===== src/rtl/pcpu_pkg.sv =====
// Shared CPU pipeline constants and the fetch queue entry layout.
package pcpu_pkg;

    localparam int PC_W    = 7;
    localparam int INSTR_W = 32;

    localparam logic [INSTR_W-1:0] NOP_INSTR = 32'h0000_0000;

    typedef struct packed {
        logic [PC_W-1:0]    pc;
        logic [INSTR_W-1:0] instr;
    } fetch_entry_t;

    localparam int ENTRY_W = $bits(fetch_entry_t);

    // Next sequential word address; wraps at the top of the PC space.
    function automatic logic [PC_W-1:0] pc_inc(input logic [PC_W-1:0] pc);
        return pc + PC_W'(1'b1);
    endfunction

endpackage


===== src/rtl/fetch_buf_mem.sv =====
// Register-array storage for the fetch buffer: synchronous write, asynchronous read, no reset.
module fetch_buf_mem
    import pcpu_pkg::*;
#(
    parameter int DEPTH = 4,
    parameter int AW    = $clog2(DEPTH)
) (
    input  logic               clk,
    input  logic               we,
    input  logic [AW-1:0]      waddr,
    input  logic [ENTRY_W-1:0] wdata,
    input  logic [AW-1:0]      raddr,
    output logic [ENTRY_W-1:0] rdata
);

    logic [ENTRY_W-1:0] mem_r [DEPTH];

    // Entry write port.
    always_ff @(posedge clk) begin
        if (we) begin
            mem_r[waddr] <= wdata;
        end
    end

    assign rdata = mem_r[raddr];

endmodule


===== src/rtl/fetch_buffer.sv =====
// Instruction prefetch queue between fetch and decode; presents the oldest entry,
// flags full for the stall logic, and drops everything on a decode-side flush.
module fetch_buffer
    import pcpu_pkg::*;
#(
    parameter int DEPTH = 4
) (
    input  logic                     clk,
    input  logic                     rst_n,
    input  logic [PC_W-1:0]          PCF,
    input  logic [INSTR_W-1:0]       InstrF,
    input  logic                     PushF,
    input  logic                     StallD,
    input  logic                     FlushD,
    output logic [INSTR_W-1:0]       InstrD,
    output logic [PC_W-1:0]          PCPlus1D,
    output logic                     ValidD,
    output logic                     BufFullF,
    output logic [$clog2(DEPTH):0]   CountF
);

    localparam int AW = $clog2(DEPTH);
    localparam int CW = AW + 1;

    logic [AW-1:0]      rd_ptr_r;
    logic [AW-1:0]      wr_ptr_r;
    logic [CW-1:0]      count_r;
    logic               valid_s;
    logic               full_s;
    logic               pop_s;
    logic               push_s;
    logic               we_s;
    fetch_entry_t       wr_entry_s;
    fetch_entry_t       rd_entry_s;
    logic [ENTRY_W-1:0] rdata_s;

    // Status is decoded from the count register alone so StallF has no path back through inputs.
    assign valid_s = (count_r != CW'(0));
    assign full_s  = (count_r == CW'(DEPTH));
    assign pop_s   = valid_s & ~StallD;
    assign push_s  = PushF & (~full_s | pop_s);
    assign we_s    = push_s & ~FlushD & rst_n;

    assign wr_entry_s.pc    = PCF;
    assign wr_entry_s.instr = InstrF;

    fetch_buf_mem #(
        .DEPTH (DEPTH),
        .AW    (AW)
    ) u_mem (
        .clk   (clk),
        .we    (we_s),
        .waddr (wr_ptr_r),
        .wdata (wr_entry_s),
        .raddr (rd_ptr_r),
        .rdata (rdata_s)
    );

    // Pointer and occupancy update; reset beats flush, flush beats push/pop.
    always_ff @(posedge clk) begin
        if (!rst_n) begin
            rd_ptr_r <= AW'(0);
            wr_ptr_r <= AW'(0);
            count_r  <= CW'(0);
        end else if (FlushD) begin
            rd_ptr_r <= AW'(0);
            wr_ptr_r <= AW'(0);
            count_r  <= CW'(0);
        end else begin
            if (push_s) begin
                wr_ptr_r <= wr_ptr_r + AW'(1);
            end
            if (pop_s) begin
                rd_ptr_r <= rd_ptr_r + AW'(1);
            end
            case ({push_s, pop_s})
                2'b10:   count_r <= count_r + CW'(1);
                2'b01:   count_r <= count_r - CW'(1);
                default: count_r <= count_r;
            endcase
        end
    end

    assign rd_entry_s = fetch_entry_t'(rdata_s);

    // Head presentation: stale array contents are masked while the queue is empty.
    always_comb begin
        InstrD   = NOP_INSTR;
        PCPlus1D = PC_W'(0);
        if (valid_s) begin
            InstrD   = rd_entry_s.instr;
            PCPlus1D = pc_inc(rd_entry_s.pc);
        end else begin
            InstrD   = NOP_INSTR;
            PCPlus1D = PC_W'(0);
        end
    end

    assign ValidD   = valid_s;
    assign BufFullF = full_s;
    assign CountF   = count_r;

endmodule


===== config.mk =====
export PLATFORM = sky130hd
export DESIGN_NAME = fetch_buffer
export DESIGN_NICKNAME = d
export VERILOG_FILES = /design/src/rtl/pcpu_pkg.sv /design/src/rtl/fetch_buf_mem.sv /design/src/rtl/fetch_buffer.sv
export SDC_FILE = /design/constraint.sdc
export NUM_CORES = 1
export LEC_CHECK = 0
export CAP_MARGIN = 25
export CORE_ASPECT_RATIO = 1.4
export CORE_MARGIN = 4
export CORE_UTILIZATION = 39
export DETAILED_ROUTE_END_ITERATION = 16
export PLACE_DENSITY_LB_ADDON = 0.25
export SYNTH_ARGS = -nofsm -noshare
export SYNTH_HDL_FRONTEND = slang
export SYNTH_SLANG_ARGS = --single-unit

===== constraint.sdc =====
create_clock -name clk -period 5.9 [get_ports clk]
set_input_delay 1.18 -clock clk [delete_from_list [all_inputs] [get_ports clk]]
set_output_delay 1.18 -clock clk [all_outputs]
set_load 0.05 [all_outputs]

==> out/qor.yml, run 1 <==
global_route:
  antenna_found_initial: 1
  grt-ovfl-total: 0
  grt_pass1_wl_mm: 19.23
  grt_max_degree: 43
  grt_pass1_vias: 3548
  grtUsageTotal: 0.1392
clock_tree:
  cts_num_sinks: 165
  clk_latency_ns: 0.42
  cts_buffer_depth: 2
  clkTransAtPathRegs_ns: 0.07
  root_buffer: "clkbuf_16"
  htree_levels: 4
  numCtsBuffers: 17
  cts_resized: 0
  tritoncts: "built"
  cts_hold_buf: 0
  postCtsSetupBuffers: 0
setup_path:
  r2r_cells: 9
  endpoint_kind: "output pin"
  path_max_fanout: 39
  path_class: "register to output pin"
  start_kind: "register"
  cp_data_required_time_ns: 4.72
  cp.arrival_ns: 3.44
logic_synthesis:
  synth-edff-count: 156
  synth_common_cells: "156 x edfxtp_1, 37 x mux4_2, 33 x nor2b_1, 15 x nor2_1, 9 x dfxtp_1"
  syn_nets: 372
  async_reset_ff_frac: 0
  synth_ff_type: "edfxtp_1"
  synth_seq_cells: 165
  ys_warn_count: 0
  synth.avg_cell_area_um2: 20.10
  synthTopCellsByArea: "edfxtp_1 72%, mux4_2 13%, nor2b_1 3.2%, dfxtp_1 2.8%, ha_1 0.97%"
  ys_types: 34
  synthDominantCellAreaShare: 0.7238
  synthesis.area_um2: 6472
  syn_inst: 322
  synth_top_area_cell: "edfxtp_1"
  ys_seq_area_frac: 0.7516
  yosysMostFrequentCell: "edfxtp_1"
floorplanning:
  die-area_um2: 18750
  die_h_um: 160.4
  core_area_um2: 16240
  fp.dieW_um: 116.9
  floorplan.initialDensity: 0.3985
  io_pins: 88
  placementRows: 55
power:
  power.density_nw_per_um2: 306.1
  pwr-share-comb: 0.058
  vdd.ir_drop.worst_uv: 158.1
  leakage_nw: 2.557
  clkPwrFrac: 0.426
  p_int_mw: 1.985
  p_seq_frac: 0.516
  switchingPower_uw: 531.6
  switching_share: 0.2112
cells_and_area:
  antenna_cells: 0
  utilization: 0.5062
  area_delta_synth_final_pct: 27.03
  final_nets: 471
  drive_gt1_frac: 0.1935
timing:
  hold_viol: 0
  setup-tns-final_ns: 0
  worstMarginPinSlew_ns: 0.8128
  clock_skew_ns: 0.01083
  setup_viol: 0
  final_max_slew_viol_count: 0
  worst_slew_margin_rel: 0.4581
  period_needed_ns: 4.619
  max_freq_mhz: 216.5
  rsz0062_at_grt: "false"
  timing.final.crit_share: 0.7829
  timing.hold.ws_ns: 0.5208
route:
  drc: 0
  routed_via_density: 5.160
  dr_total_vias: 3266
  routedWlPerCell_um: 19.21
  drtAntennaViolNets: 0
  first_pass_iters: 4
  routed_wl_mm: 12.16
  drtIter0Drc: 178
hold_path:
  min-delay-path-class: "register to register"
  hold_path_depth: 2
outcome:
  status: "finished clean"
placement:
  gp_congestion: 0.7107
  hpwl_mm: 7.506
  io_buffers: 87
flow_run:
  cap_violations: 0
## power groups by stage
stage / Sequential, mW / Combinational (mW) / Clock (mW)
CTS: 1.30 / 0.148 / 1.10
finish: 1.30 / 0.147 / 1.07
global route: 1.30 / 0.157 / 1.15
global placement: 1.32 / 0.143 / 0
floorplan: 1.32 / 0.0755 / 0
detailed placement: 1.32 / 0.148 / 0
## worst paths after layout
kind | start | to | slack (ns)
setup / recovery | register | PCPlus1D[6] | 1.28
setup reg to reg | CountF[2] | CountF[2] | 3.37
hold / removal | rd_ptr_r[1] | rd_ptr_r[1] | 0.52
hold reg to reg | rd_ptr_r[1] | rd_ptr_r[1] | 0.52
## metrics by stage
stage | area, um^2 | total power [mW] | worst slack [ns] | std cells
2_1_floorplan | 6472 | 1.399 | 2.484 | 322
3_3_place_gp | 7561 | 1.467 | 1.628 | 597
3_5_place_dp | 7641 | 1.472 | 1.616 | 601
4_1_cts | 8222 | 2.548 | 1.153 | 633
5_1_grt | 8222 | 2.609 | 0.9769 | 633
6_report | 8222 | 2.517 | 1.281 | 633
## routing by layer
| metal | part of all wire | global-route usage | routed length [um] | vias to the layer above |
|---|---|---|---|---|
| met2 | 0.53 | 0.2312 | 6434 | 80 |
| met3 | 0.043 | 0.03694 | 522 | 19 |
| li1 | - | - | - | 1477 |
| met1 | 0.41 | 0.1713 | 4964 | 1688 |
| met5 | 0.00066 | 0 | 8 | - |
| met4 | 0.019 | 0.05634 | 228 | 2 |
## state kept, by name, summed over array words and instances (netlist names), named ones only
signal / count
wr_ptr_r: 2
CountF: 3
u_mem.mem_r: 156
rd_ptr_r: 2
## layout make-up
| class | count | area, um^2 |
|---|---|---|
| multi-input cells | 137 | 1530 |
| repair buffers | 93 | 965.9 |
| inverters | 7 | 26.28 |
| flip-flops and latches | 165 | 4870 |
| clock inverters | 14 | 151.4 |
| fillers | 1354 | 8019 |
| well taps | 199 | 249.0 |
| clock buffers | 18 | 429.2 |
## cells by family after synthesis
kind of cell,synth area share
multiplexers,0.1384
AND/OR/NAND/NOR,0.06167
buffers and inverters,0.01353
AO/OA/AOI/OAI,0.01257
XOR/XNOR,0.009472
adder cells (fa/ha/maj),0.01276
flip-flops,0.7516
## critical path, cell delays in order (launching register included)
cell             delay, ns
dfxtp_4               0.87
mux4_1                0.45
ha_1                  0.23
nand3_2               0.11
or3_1                 0.37
a21oi_1               0.15
clkdlybuf4s50_1       0.82
## cells in the final DEF (no fill, tap or decap), types with 5 or more instances in the layout
| master | instances |
|---|---|
| dfxtp_1 | 7 |
| nand2_1 | 5 |
| inv_1 | 7 |
| mux4_2 | 37 |
| clkbuf_16 | 17 |
| edfxtp_1 | 156 |
| nor2_1 | 15 |
| xnor2_1 | 5 |
| ha_1 | 5 |
| nor2b_1 | 33 |
| clkdlybuf4s50_1 | 87 |
Note: power is estimated with default switching activity, not from simulation.
==> run 2: changes to the inputs <==
Clock period 5.9 ns to 3.8 ns, I/O delays scaled along.
==> run 2 against run 1 <==
Global-route usage is essentially flat. Non-clock buffer count grew 9. Clock power grew 59%. Clock skew shrank 0.0017 ns. Worst setup slack lost 0.94 ns. Count of clock-buffer cells in the layout shrank 1. Hold slack lost 0.0049 ns.
==> out/qor.yml, run 2 (synthesis gave the netlist of run 1 again) <==
cells_and_area:
  num-fill-cells: 1359  # +0.37%
  final_cell_area_um2: 8269  # +0.58%
  largest_register_ffs: 156  # unchanged
  antenna_cells: 0  # unchanged
  final_common_cell: "edfxtp_1"
  layout.cells.non_filler: 642  # +1.4%
  utilization: 0.5092  # +0.002928
  regMostFlops: "u_mem.mem_r"
  final_nets: 480  # +1.9%
  area_delta_synth_final_pct: 27.76
  layout_common_cells: "156 x edfxtp_1, 81 x clkdlybuf4s50_1, 37 x mux4_2, 33 x nor2b_1, 19 x buf_4"
  drive_gt1_frac: 0.2257  # +0.03219
placement:
  hpwl_mm: 7.704  # +2.6%
  placed_cell_area_um2: 7669  # +0.36%
  dp_cells: 610  # +1.5%
  io_buffers: 87  # unchanged
  pre_cts_slack_ns: 0.6916  # -0.9245 ns
  gp_congestion: 0.7635  # +7.4%
outcome:
  status: "finished clean"
route:
  drc: 0  # unchanged
  routed_via_density: 4.997  # -3.2%
  drtAntennaViolNets: 0  # unchanged
  first_pass_iters: 4  # unchanged
  drtIter0Drc: 153  # -14%
  routedWlPerCell_um: 18.77  # -2.3%
  routed_wl_mm: 12.05  # -0.87%
  dr_total_vias: 3208  # -1.8%
timing:
  final_max_slew_viol_count: 0  # unchanged
  worstMarginPinSlew_ns: 0.5172  # -0.2957 ns
  period_needed_ns: 3.460
  rsz0062_at_grt: "false"
  timing.final.crit_share: 0.9105
  clock_skew_ns: 0.009162  # -0.001671 ns
  timing.final.ws_setup_ns: 0.3400  # -0.9409 ns
  setup-tns-final_ns: 0  # unchanged
  timing.hold.ws_ns: 0.5159  # -0.004880 ns
  setup_viol: 0  # unchanged
  hold_viol: 0  # unchanged
  max_freq_mhz: 289.0
  worst_slew_margin_rel: 0.6541  # +0.1960
power:
  pwr-share-comb: 0.058  # about the same
  switching_share: 0.2257  # +0.01452
  power.density_nw_per_um2: 476.7  # +56%
  p_int_mw: 3.052  # +54%
  vdd.ir_drop.worst_uv: 277.0  # +75%
  switchingPower_uw: 889.8  # +67%
  p_total_mw: 3.942  # +57%
  clkPwrFrac: 0.431  # +0.005
  p_seq_frac: 0.511  # -0.005
  leakage_nw: 2.625  # +2.6%
clock_tree:
  htree_levels: 4  # unchanged
  clk_latency_ns: 0.42  # about the same
  clkTransAtPathRegs_ns: 0.07  # about the same
  cts_num_sinks: 165  # unchanged
  cts_buffer_depth: 2  # unchanged
  postCtsSetupBuffers: 0  # unchanged
  cts_resized: 0  # unchanged
  root_buffer: "clkbuf_16"
  tritoncts: "built"
  cts_hold_buf: 0  # unchanged
  numCtsBuffers: 17  # unchanged
floorplanning:
  core_area_um2: 16240  # unchanged
  die-area_um2: 18750  # unchanged
  io_pins: 88  # unchanged
  placementRows: 55  # unchanged
  floorplan.initialDensity: 0.3985  # unchanged
  fp.dieW_um: 116.9  # unchanged
  die_h_um: 160.4  # unchanged
setup_path:
  path_max_fanout: 20  # -49%
  r2r_start: "CountF[2]"
  cp.arrival_ns: 2.70  # -0.74 ns
  r2r_slack_ns: 1.32  # -2.05 ns
  start_kind: "register"
  cp_data_required_time_ns: 3.04  # -1.68 ns
  path_class: "register to output pin"
  r2r_cells: 9  # unchanged
  endpoint_kind: "output pin"
  worstReg2RegEnd: "CountF[2]"
hold_path:
  min-delay-path-class: "register to register"
  hold_start: "rd_ptr_r[1]"
  whs_endpoint: "rd_ptr_r[1]"
  hold_path_depth: 2  # unchanged
global_route:
  grtUsageTotal: 0.1392  # about the same
  antenna_found_initial: 0  # -1
  grt_max_degree: 43  # unchanged
  grt_pass1_vias: 3581  # +0.93%
  grt-ovfl-total: 0  # unchanged
  grt_pass1_wl_mm: 19.50  # +1.4%
flow_run:
  cap_violations: 0  # unchanged
## run 2: cell count changes in the layout (fill, tap and decap cells not counted), moves of 2 or more
cell / previous run / this run
buf_4: 2 / 19
clkdlybuf4s50_1: 87 / 81
inv_8: 0 / 5
clkinv_4: 4 / 1
buf_12: 4 / 2
clkinv_2: 2 / 0
clkinv_8: 0 / 2
## run 2: final cells by class
type	instances	area, um^2	share of cell area
Tap cell	199	249.0	0.03011
Clock inverter	15	175.2	0.02118
Clock buffer	17	425.4	0.05145
Multi-Input combinational cell	137	1530	0.1851
Sequential cell	165	4870	0.5889
Timing Repair Buffer	102	993.5	0.1201
Inverter	7	26.28	0.003177
## run 2: worst max-delay path by stage
| stage | endpoint | slack [ns] | cells past startpoint |
|---|---|---|---|
| 2_1_floorplan | PCPlus1D[6] | 0.80 | 6 |
| 3_3_place_gp | InstrD[29] | 0.71 | 4 |
| 3_5_place_dp | u_mem.mem_r[3][10] | 0.69 | 6 |
| 4_1_cts | PCPlus1D[6] | 0.25 | 7 |
| 5_1_grt | PCPlus1D[6] | 0.10 | 7 |
| 6_report | InstrD[5] | 0.34 | 4 |
## run 2: per-layer routing
layer / GRT usage / part of all wire / vias to the layer above / routed length, um
li1: - / - / 1497 / -
met1: 0.1777 / 0.42 / 1628 / 5113
met2: 0.2299 / 0.52 / 71 / 6256
met3: 0.03129 / 0.042 / 12 / 503
met4: 0.05321 / 0.015 / 0 / 179
met5: 0 / 0 / - / 0
## run 2: power by group through the flow
stage	Sequential, mW	Clock (mW)	Combinational (mW)
after detailed placement	2.05	0	0.233
after CTS	2.01	1.74	0.234
after global placement	2.05	0	0.230
final	2.01	1.70	0.230
after floorplan	2.05	0	0.117
after global routing	2.02	1.83	0.247
## run 2: worst max-delay path: stages, from the launching register on
cell and delay [ns]:
dfxtp_4 0.62, buf_12 0.23, mux4_2 0.55, nor2b_1 0.16, clkdlybuf4s50_1 0.72
